**config.mk**
```make
export PLATFORM = sky130hd
export DESIGN_NAME = bias_fifo2core_rd
export DESIGN_NICKNAME = d
export VERILOG_FILES = /design/src/rtl/bias_fifo2core_rd.sv
export SDC_FILE = /design/constraint.sdc
export NUM_CORES = 1
export LEC_CHECK = 0
export BUFFER_PORTS_ARGS = -buffer_cell sky130_fd_sc_hd__buf_2
export CAP_MARGIN = 5
export CORE_UTILIZATION = 43
export CTS_BUF_LIST = sky130_fd_sc_hd__clkbuf_8
export DETAILED_ROUTE_END_ITERATION = 12
export PLACE_DENSITY = 0.71
export SYNTH_ARGS = -nofsm -noshare
export SYNTH_HDL_FRONTEND = slang
export SYNTH_SLANG_ARGS = --single-unit
export TNS_END_PERCENT = 1
```
**constraint.sdc**
```tcl
create_clock -name clk -period 3.6 [get_ports clk]
set_input_delay 0.18 -clock clk [delete_from_list [all_inputs] [get_ports clk]]
set_output_delay 0.18 -clock clk [all_outputs]
set_load 0.05 [all_outputs]
```
**src/rtl/bias_fifo2core_rd.sv**
```systemverilog
// Core-side bias FIFO reader: drains one layer's worth of 40-bit bias words
// from the FIFO and hands each to the compute core over valid/ready.
module bias_fifo2core_rd #(
    parameter int unsigned MEM_SIZE = 40,
    parameter int unsigned CNT_W    = 6,
    parameter int unsigned L0_WORDS = 6,
    parameter int unsigned L1_WORDS = 12,
    parameter int unsigned L2_WORDS = 16,
    parameter int unsigned L3_WORDS = 10,
    parameter int unsigned L4_WORDS = 5
) (
    input  logic                clk,
    input  logic                rst_n,
    input  logic [2:0]          layer_signal_i,
    input  logic                start_i,
    input  logic [MEM_SIZE-1:0] fifo_dout_i,
    input  logic                empty_i,
    output logic                rd_en_o,
    output logic [MEM_SIZE-1:0] bias_out_o,
    output logic                bias_valid_o,
    input  logic                bias_ready_i,
    output logic                layer_done_o,
    output logic                busy_o,
    output logic                layer_err_o
);

    typedef enum logic [2:0] {
        StIdle,
        StReq,
        StLat,
        StOut,
        StDone
    } state_e;

    state_e              state_q, state_d;
    logic [CNT_W-1:0]    cnt_q, cnt_d;
    logic [CNT_W-1:0]    target_q, target_d;
    logic [MEM_SIZE-1:0] bias_q, bias_d;
    logic                valid_q, valid_d;
    logic                busy_q, busy_d;
    logic                err_q, err_d;
    logic [CNT_W-1:0]    layer_words;

    always_comb begin
        case (layer_signal_i)
            3'd0:    layer_words = CNT_W'(L0_WORDS);
            3'd1:    layer_words = CNT_W'(L1_WORDS);
            3'd2:    layer_words = CNT_W'(L2_WORDS);
            3'd3:    layer_words = CNT_W'(L3_WORDS);
            3'd4:    layer_words = CNT_W'(L4_WORDS);
            default: layer_words = '0;
        endcase
    end

    always_comb begin
        state_d      = state_q;
        cnt_d        = cnt_q;
        target_d     = target_q;
        bias_d       = bias_q;
        valid_d      = valid_q;
        busy_d       = busy_q;
        err_d        = err_q;
        rd_en_o      = 1'b0;
        layer_done_o = 1'b0;

        unique case (state_q)
            StIdle: begin
                if (start_i) begin
                    if (layer_signal_i <= 3'd4) begin
                        target_d = layer_words;
                        cnt_d    = '0;
                        busy_d   = 1'b1;
                        err_d    = 1'b0;
                        state_d  = StReq;
                    end else begin
                        err_d = 1'b1;
                    end
                end
            end
            StReq: begin
                // Never pop an empty FIFO; wait here until data shows up.
                if (!empty_i) begin
                    rd_en_o = 1'b1;
                    state_d = StLat;
                end
            end
            StLat: begin
                bias_d  = fifo_dout_i;
                valid_d = 1'b1;
                state_d = StOut;
            end
            StOut: begin
                if (valid_q && bias_ready_i) begin
                    valid_d = 1'b0;
                    cnt_d   = cnt_q + CNT_W'(1);
                    state_d = (cnt_q == target_q - CNT_W'(1)) ? StDone : StReq;
                end
            end
            StDone: begin
                layer_done_o = 1'b1;
                busy_d       = 1'b0;
                state_d      = StIdle;
            end
            default: state_d = StIdle;
        endcase
    end

    always_ff @(posedge clk or negedge rst_n) begin
        if (!rst_n) begin
            state_q  <= StIdle;
            cnt_q    <= '0;
            target_q <= '0;
            bias_q   <= '0;
            valid_q  <= 1'b0;
            busy_q   <= 1'b0;
            err_q    <= 1'b0;
        end else begin
            state_q  <= state_d;
            cnt_q    <= cnt_d;
            target_q <= target_d;
            bias_q   <= bias_d;
            valid_q  <= valid_d;
            busy_q   <= busy_d;
            err_q    <= err_d;
        end
    end

    assign bias_out_o   = bias_q;
    assign bias_valid_o = valid_q;
    assign busy_o       = busy_q;
    assign layer_err_o  = err_q;

endmodule

```
After elaboration in Yosys (flattened, before gate mapping)

Cells that the tools add are included.

Add/sub/neg operators: 2
Multiply operators: 0
Divide/modulo/power cells: 0
Magnitude comparators: 1
Equal/unequal tests: 13
Shifts and indexed selects: 0
Muxes and demuxes: 20
Bitwise gates (word level): 0
Reduce and logical (&&, ||, !) cells: 12

Operators by type and width:

| cell                  | count |
|---|---|
| $pmux W5 S5           | 1 |
| $mux W6               | 3 |
| $mux W3               | 5 |
| $eq A3 B2 Y1 const B  | 4 |
| $pmux W3 S4           | 1 |
| $pmux W6 S2           | 1 |
| $ne A2 B2 Y1 const B  | 4 |
| $reduce_and A4 Y1     | 2 |
| $mux W1               | 7 |
| $add A6 B1 Y6 const B | 1 |
| $eq A3 B1 Y1 const B  | 2 |
| $eq A3 B3 Y1 const B  | 2 |
| $eq A6 B6 Y1          | 1 |
| $logic_not A3 Y1      | 2 |
| $reduce_and A3 Y1     | 2 |
| $reduce_bool A2 Y1    | 3 |
| $sub A6 B1 Y6 const B | 1 |
| $pmux W1 S2           | 2 |
| $reduce_and A2 Y1     | 2 |
| $le A3 B3 Y1 const B  | 1 |
| $logic_and A1 B1 Y1   | 1 |

Register bits after elaboration: 58
Latch bits: 0
Bits in writable memories: 0
Bits in read-only memories: 0
Input bits: 48
Output and inout port bits: 45
Logic and storage cells: 55
Memories kept: 0

Longest topological paths before layout

Gate-level depths: netlist of run 1.

Depth after elaboration: 5
Mapped depth: 6
Mapped depth without buffers: 6

Least setup slack after synthesis of run 1

OpenSTA, ideal clock, no wires.

Path type: register -> output
From: register state_q[0]
To: output rd_en_o
Data arrival time: 1,691 ps
Required time: 3,420 ps
Setup slack: 1,729 ps
Stages on the path, launching flop included: 4
Buffers on the path: 1
Path through: dfrtp_1 clkbuf_1 nand2b_1 nor3_1

Longest elaborated chain between the ends: 2

Ends and longest elaborated chain:

| what                   | line | source |
|---|---|---|
| start, declared        | 35   | `state_e state_q, state_d;` |
| start signal, assigned | 110  | `state_q <= StIdle;` |
| start signal, assigned | 118  | `state_q <= state_d;` |
| $eq A3 B1 Y1           | 66   | `unique case (state_q)` |
| $mux W1                | 66   |  |
| end, declared          | 18   | `output logic rd_en_o,` |

No other way between the ends.

Worst setup path after layout of run 1

From: register target_q[0]
To: register state_q[2]

Longest elaborated chain between the ends: 5

Ends and longest elaborated chain:

| what                   | line | source |
|---|---|---|
| start, declared        | 37   | `logic [CNT_W-1:0] target_q, target_d;` |
| start signal, assigned | 120  | `target_q <= target_d;` |
| $sub A6 B1 Y6          | 96   | `state_d = (cnt_q == target_q - CNT_W'(1)) ? StDone : StReq;` |
| $eq A6 B6 Y1           | 96   |  |
| $mux W3                | 96   |  |
| $mux W3                | 93   | `if (valid_q && bias_ready_i) begin` |
| $pmux W3 S4            | 66   |  |

No other way between the ends. The select of a mux whose other input is x is not followed.
A chain may end at the register's enable or synchronous reset.

==> metrics.cfg, run 1 <==
[sta]
period_needed_ns=1.83
skew_ns=0.00859
drv_slew=0
period_share_pct=50.8
rsz0062_at_grt=no
tightest_slew_ns=0.786
finalHoldViolations=0
tns_ns=0
max_freq_mhz=547
timing.final.setup_violations=0
max_slew_margin_pct=47.6

[worst_setup_path]
critPathCaptureType=flop
cp_max_fo=4
worst_ep_arrival_time_ns=2.09
crit_path_start=target_q[0]
critPathKind=reg2reg
startpoint_type=flop
cp_data_required_time_ns=3.86
r2r_start=target_q[0]

[pwr]
vdd.ir_drop.worst_v=0.000664
switching_power_w=0.00171
p_total_w=0.00358
power_density_nw_per_um2=1110
comb_power_share_pct=50.3
leakage_nw=1.55
pwr-share-seq_pct=32.2
clock_power_share_pct=17.5
switching_share_pct=47.9
p_int_w=0.00186

[outcome]
status=complete, no violations

[synth]
ys_ff_latch=57
syn_avg_cell_area_um2=12.7
synth_edf_count=0
synth_nets=244
synth_area_leaders=dfrtp_1 (58%), mux2_2 (18%), nor2_1 (2.6%)
synth_flop_cell=dfrtp_1
postSynth.asyncResetShare_pct=100
syn_area_um2=2460
synth_cell_types=35
yosysWarnings=0
yosysSeqAreaShare_pct=58.0
synth_top_area_share_pct=58.0
synth_top_cells_by_count=dfrtp_1 (57), mux2_2 (40), nor2_1 (17)
yosysMostFrequentCell=dfrtp_1
yosys.area.top_type=dfrtp_1
synth_cells=194

[route]
wirelength_mm=5.05
vias=1842
wl_per_cell_um=13.7
viasPerCell=4.98
drt_drc_violations_left=0
drt.antenna.violating_nets=0
drtIter0Drc=88
dr.pass1.iters=4

[layout]
num_antenna_cells=0
syn2layout_area_growth_pct=31.1
drive_gt1_share_pct=51.3
final_nets=343

[clocking]
htree_levels=3
tritoncts=built
numCtsBuffers=9
cts_root_buffer=clkbuf_8
cts_buffer_depth=2
clkTransAtPathRegs_ns=0.07
cts_resized=0
postCtsSetupRepairBufs=0
cts_hold_buf=1
clock_latency_ns=0.33
cts.sinks=57

[global_route]
grt_pass1_wl_mm=8.76
antenna_found_initial=0
grt.total_usage_pct=19.1
overflow=0
grt_pass1_vias=1954
grt_max_degree=42

[floorplanning]
ios=93
die_area_um2=6020
die_x_um=77.6
start_util_pct=44.6
rows=27
placeableCoreArea_um2=5510
die_h_um=77.6

[placement]
dp_hpwl_mm=3.62
place.gp.congestion=0.822
port_buffers=92

[worst_hold_path]
hold_path_class=in2reg
hp-start=fifo_dout_i[25]

[job]
maxCapViolCount=0

[worst paths after layout]
kind                                  endpoint  slack, ns  depth (start not counted)
worst min-delay path            bias_out_o[25]       0.08                          2
worst max-delay path                state_q[2]       1.77                          6
min in group asynchronous           state_q[1]       0.47                          2
max in group asynchronous       bias_out_o[16]       2.34                          3
worst max register to register      state_q[2]       1.77                          6
worst min register to register   bias_out_o[0]       0.50                          1
[power groups by stage]
stage	clock, W	combinational (W)	sequential [W]
floorplan	0	0.000555	0.00199
global placement	0	0.00179	0.00115
detailed placement	0	0.00181	0.00115
CTS	0.000642	0.00182	0.00115
global route	0.000667	0.00191	0.00120
finish	0.000626	0.00180	0.00115
[cells by family after synthesis]
kind of cell / count (synthesis) / share of synthesized area, %
flops: 57 / 58.0
simple gates: 51 / 11.1
mux: 41 / 18.7
compound gates: 22 / 5.60
buf+inv: 11 / 1.93
xor+xnor: 10 / 3.56
fa+ha+maj: 2 / 1.02
[critical path: stages, from the launching register on]
cell and delay, ns:
dfrtp_1 0.42, inv_1 0.08, ha_1 0.18, or3b_1 0.35, a211o_1 0.32, nor4_1 0.25, and3b_1 0.18
[cell usage in the layout (no fill, tap or decap), types with 2 or more instances in the layout]
cell | synthesis | layout
xnor2_1 | 5 | 5
inv_1 | 4 | 4
nand3_1 | 6 | 6
nand2_1 | 6 | 6
buf_4 | 0 | 2
nor4_1 | 3 | 3
ha_1 | 2 | 2
dfrtp_1 | 57 | 57
mux2_2 | 40 | 40
clkbuf_8 | 0 | 12
or3_1 | 3 | 3
clkinvlp_4 | 0 | 2
xor2_1 | 5 | 5
buf_2 | 5 | 92
o21ai_0 | 6 | 6
a211oi_1 | 2 | 2
nor2_1 | 17 | 17
nor2b_1 | 3 | 3
nor3_1 | 3 | 3
a21oi_1 | 7 | 7
and2_1 | 2 | 2
[routing by layer]
metal,vias up,track usage (%),part of all wire (%)
li1,880,-,-
met1,894,23.4,43
met2,64,28.8,47
met3,4,8.24,8.3
met4,0,9.25,1.0
met5,-,0,0
[per-stage QoR]
| stage | instance area [um2] | cells | hold WS, ns | utilization (%) | worst slack (ns) |
|---|---|---|---|---|---|
| 2_1_floorplan | 2460 | 194 | -0.116 | - | 1.73 |
| 3_3_place_gp | 3000 | 353 | 0.319 | 54.4 | 1.86 |
| 3_5_place_dp | 3000 | 353 | 0.316 | 54.4 | 1.84 |
| 4_1_cts | 3220 | 370 | 0.0629 | 58.5 | 1.77 |
| 5_1_grt | 3220 | 370 | 0.0678 | 58.5 | 1.65 |
| 6_report | 3220 | 370 | 0.0768 | 58.5 | 1.77 |
[area by class of cell]
class	count	area (um2)
fill	468	2280
sequential	57	1430
multi-input combinational	126	990
timing repair buffer	95	485
clock buffer	12	165
tap	72	90.1
clock inverter	4	50.0
inverter	4	15.0
[state kept, by name (all words and copies together), names as in the netlist]
name and count:
cnt_q 6, state_q 3, bias_out_o 40, bias_valid_o 1, target_q 5, busy_o 1
layer_err_o 1
Power figures use the tool's default switching activity.
==> run 2: changes to the inputs <==
clock period = 1.7 ns   (was 3.6 ns; I/O delays follow)
==> run 2 against run 1 <==
Routed wire length increased by 19%. Maximum frequency is 8.0% higher. Critical endpoint is now state_q[0]. Largest power group unchanged. Sequential share of layout area fell by 5.7 points. Combinational power increased by 130%. First-iteration DRC count fell by 23%. Clock-buffer cell count down 2. Register-to-register slack worse by 1.8 ns. Die area unchanged. Worst hold slack better by 0.047 ns. Clock power up 92%. Cell count grew 13%.
==> metrics.cfg, run 2 (synthesis gave the netlist of run 1 again) <==
[global_route]
use_met1_pct=24.5  ; +1.2 points
grt.total_usage_pct=21.7  ; +2.7 points
met2_usage_pct=37.3  ; +8.4 points
grt_pass1_vias=2199  ; +13%
grt_pass1_wl_mm=9.92  ; +13%
busiest_layer=met2
grt_max_degree=58  ; +38%
overflow=0  ; unchanged
use_met3_pct=5.06  ; -3.2 points
antenna_found_initial=0  ; unchanged

[worst_setup_path]
rrSetupSlack_ns=0.006  ; -1.76 ns
crit_chain=inv_1 > ha_1 > or3b_1 > a211o_1 > a211oi_2 > a211oi_1
worst_ep_arrival_time_ns=1.90  ; -0.19 ns
cp_num_buf_inv=1  ; unchanged
cp_max_fo=2  ; -2
critPathKind=reg2reg
cpPeakStageDelay_ns=0.38  ; -0.04 ns
crit_slowest_cell=dfrtp_1
crit_family=compound AO/OA/AOI/OAI gates
critPathCaptureType=flop
cp_data_required_time_ns=1.90  ; -1.96 ns
startpoint_type=flop

[pwr]
vdd.ir_drop.worst_v=0.00168  ; +150%
clock_power_share_pct=15.5  ; -2.0 points
leakage_nw=1.77  ; +14%
switching_share_pct=47.9  ; +0.053 points
power_density_nw_per_um2=2090  ; +89%
comb_power_share_pct=53.2  ; +2.9 points
switching_power_w=0.00371  ; +120%
pwr-share-seq_pct=31.2  ; -1.0 points
p_int_w=0.00403  ; +120%
p_total_w=0.00774  ; +120%

[layout]
num_antenna_cells=0  ; unchanged
postLayoutCellArea_um2=3700  ; +15%
drive_gt1_share_pct=46.5  ; -4.8 points
largest_reg_flops=40  ; unchanged
final_nets=391  ; +14%
layout_common_cells=buf_2 (92), dfrtp_1 (57), dlygate4sd3_1 (41)
layout_commonest_cell=buf_2
num-fill-cells=396  ; -15%
syn2layout_area_growth_pct=50.4

[route]
vias=2013  ; +9.3%
dr.pass1.iters=4  ; unchanged
drt_drc_violations_left=0  ; unchanged
drt.antenna.violating_nets=0  ; unchanged
viasPerCell=4.82  ; -3.3%
drtIter0Drc=68  ; -23%
wl_per_cell_um=14.4  ; +5.3%
wirelength_mm=6.01  ; +19%

[placement]
dp_hpwl_mm=3.61  ; -0.33%
dpl_cell_area_um2=3080  ; +2.8%
port_buffers=92  ; unchanged
place.gp.congestion=0.813  ; -1.1%

[floorplanning]
die_x_um=77.6  ; unchanged
placeableCoreArea_um2=5510  ; unchanged
ios=93  ; unchanged
start_util_pct=44.6  ; unchanged
die_area_um2=6020  ; unchanged
rows=27  ; unchanged
die_h_um=77.6  ; unchanged

[clocking]
cts_buffer_depth=2  ; unchanged
htree_levels=3  ; unchanged
cts_root_buffer=clkbuf_8
clock_latency_ns=0.33  ; about the same
cts.sinks=57  ; unchanged
tritoncts=built
numCtsBuffers=9  ; unchanged
clkTransAtPathRegs_ns=0.06  ; about the same

[sta]
period_needed_ns=1.69  ; -0.136 ns
max_slew_margin_pct=75.1  ; +28 points
tightest_slew_ns=0.370  ; -0.415 ns
finalHoldViolations=0  ; unchanged
period_share_pct=99.6  ; +49 points
rsz0062_at_grt=yes
skew_ns=0.00754  ; -0.00105 ns
drv_slew=0  ; unchanged
max_freq_mhz=590  ; +8.0%
timing.final.setup_violations=0  ; unchanged

[job]
maxCapViolCount=0  ; unchanged

[outcome]
status=complete, no violations

[worst_hold_path]
hold_path_class=in2reg

## run 2: timing repair
action | 4_1_cts | 5_1_grt
hold buffers | 41 | 0
pin swaps | 2 | 2
buffers inserted | 1 | 0
endpoints found under the hold margin | 97 | 0
setup endpoints to repair | 2 | 3
gates resized for setup | 2 | 0
gates cloned | 0 | 0
## run 2: power by group through the flow
stage / Clock, W / Sequential, W / Combinational, W
2_1_floorplan: 0 / 0.00421 / 0.00118
3_3_place_gp: 0 / 0.00239 / 0.00392
3_5_place_dp: 0 / 0.00241 / 0.00399
4_1_cts: 0.00122 / 0.00240 / 0.00412
5_1_grt: 0.00128 / 0.00251 / 0.00432
6_report: 0.00120 / 0.00242 / 0.00412
## run 2: per-stage QoR
step | setup slack (ns) | TNS (ns) | hold slack (ns) | utilization (%) | std cells
floorplan | 0.00365 | 0 | -0.211 | - | 194
global placement | -0.0151 | -0.0151 | 0.117 | 55.9 | 360
detailed placement | -0.0825 | -0.156 | 0.111 | 55.9 | 360
CTS | 0.0000984 | 0 | 0.118 | 67.1 | 418
global route | -0.0793 | -0.157 | 0.153 | 67.1 | 418
finish | 0.00600 | 0 | 0.124 | 67.1 | 418
## run 2: per-layer routing
metal / share of wire, % / wire, um / up-vias
li1: - / - / 976
met1: 41 / 2480 / 955
met2: 50 / 3040 / 70
met3: 6.0 / 361 / 12
met4: 2.2 / 131 / 0
met5: 0 / 0 / -
## run 2: area by class of cell
class | instances | area [um2] | area share [%]
sequential | 57 | 1430 | 38.6
clock buffer | 10 | 138 | 3.72
timing repair buffer | 143 | 971 | 26.3
clock inverter | 6 | 51.3 | 1.39
tap | 72 | 90.1 | 2.44
multi-input combinational | 126 | 1000 | 27.2
inverter | 4 | 15.0 | 0.406
## run 2: final timing paths
kind,start,cells past startpoint,to
worst min register to register,busy_o,2,busy_o
max in group asynchronous,rst_n,3,bias_out_o[23]
worst max register to register,target_q[1],6,state_q[0]
min in group asynchronous,rst_n,3,cnt_q[3]
worst min-delay path,bias_ready_i,4,state_q[1]
worst max-delay path,target_q[1],6,state_q[0]
## run 2: tightest hold or removal path, cell delays in order
cell     delay (ns)
buf_2          0.12
nand3_1        0.08
a22oi_1        0.06
nor2_1         0.08
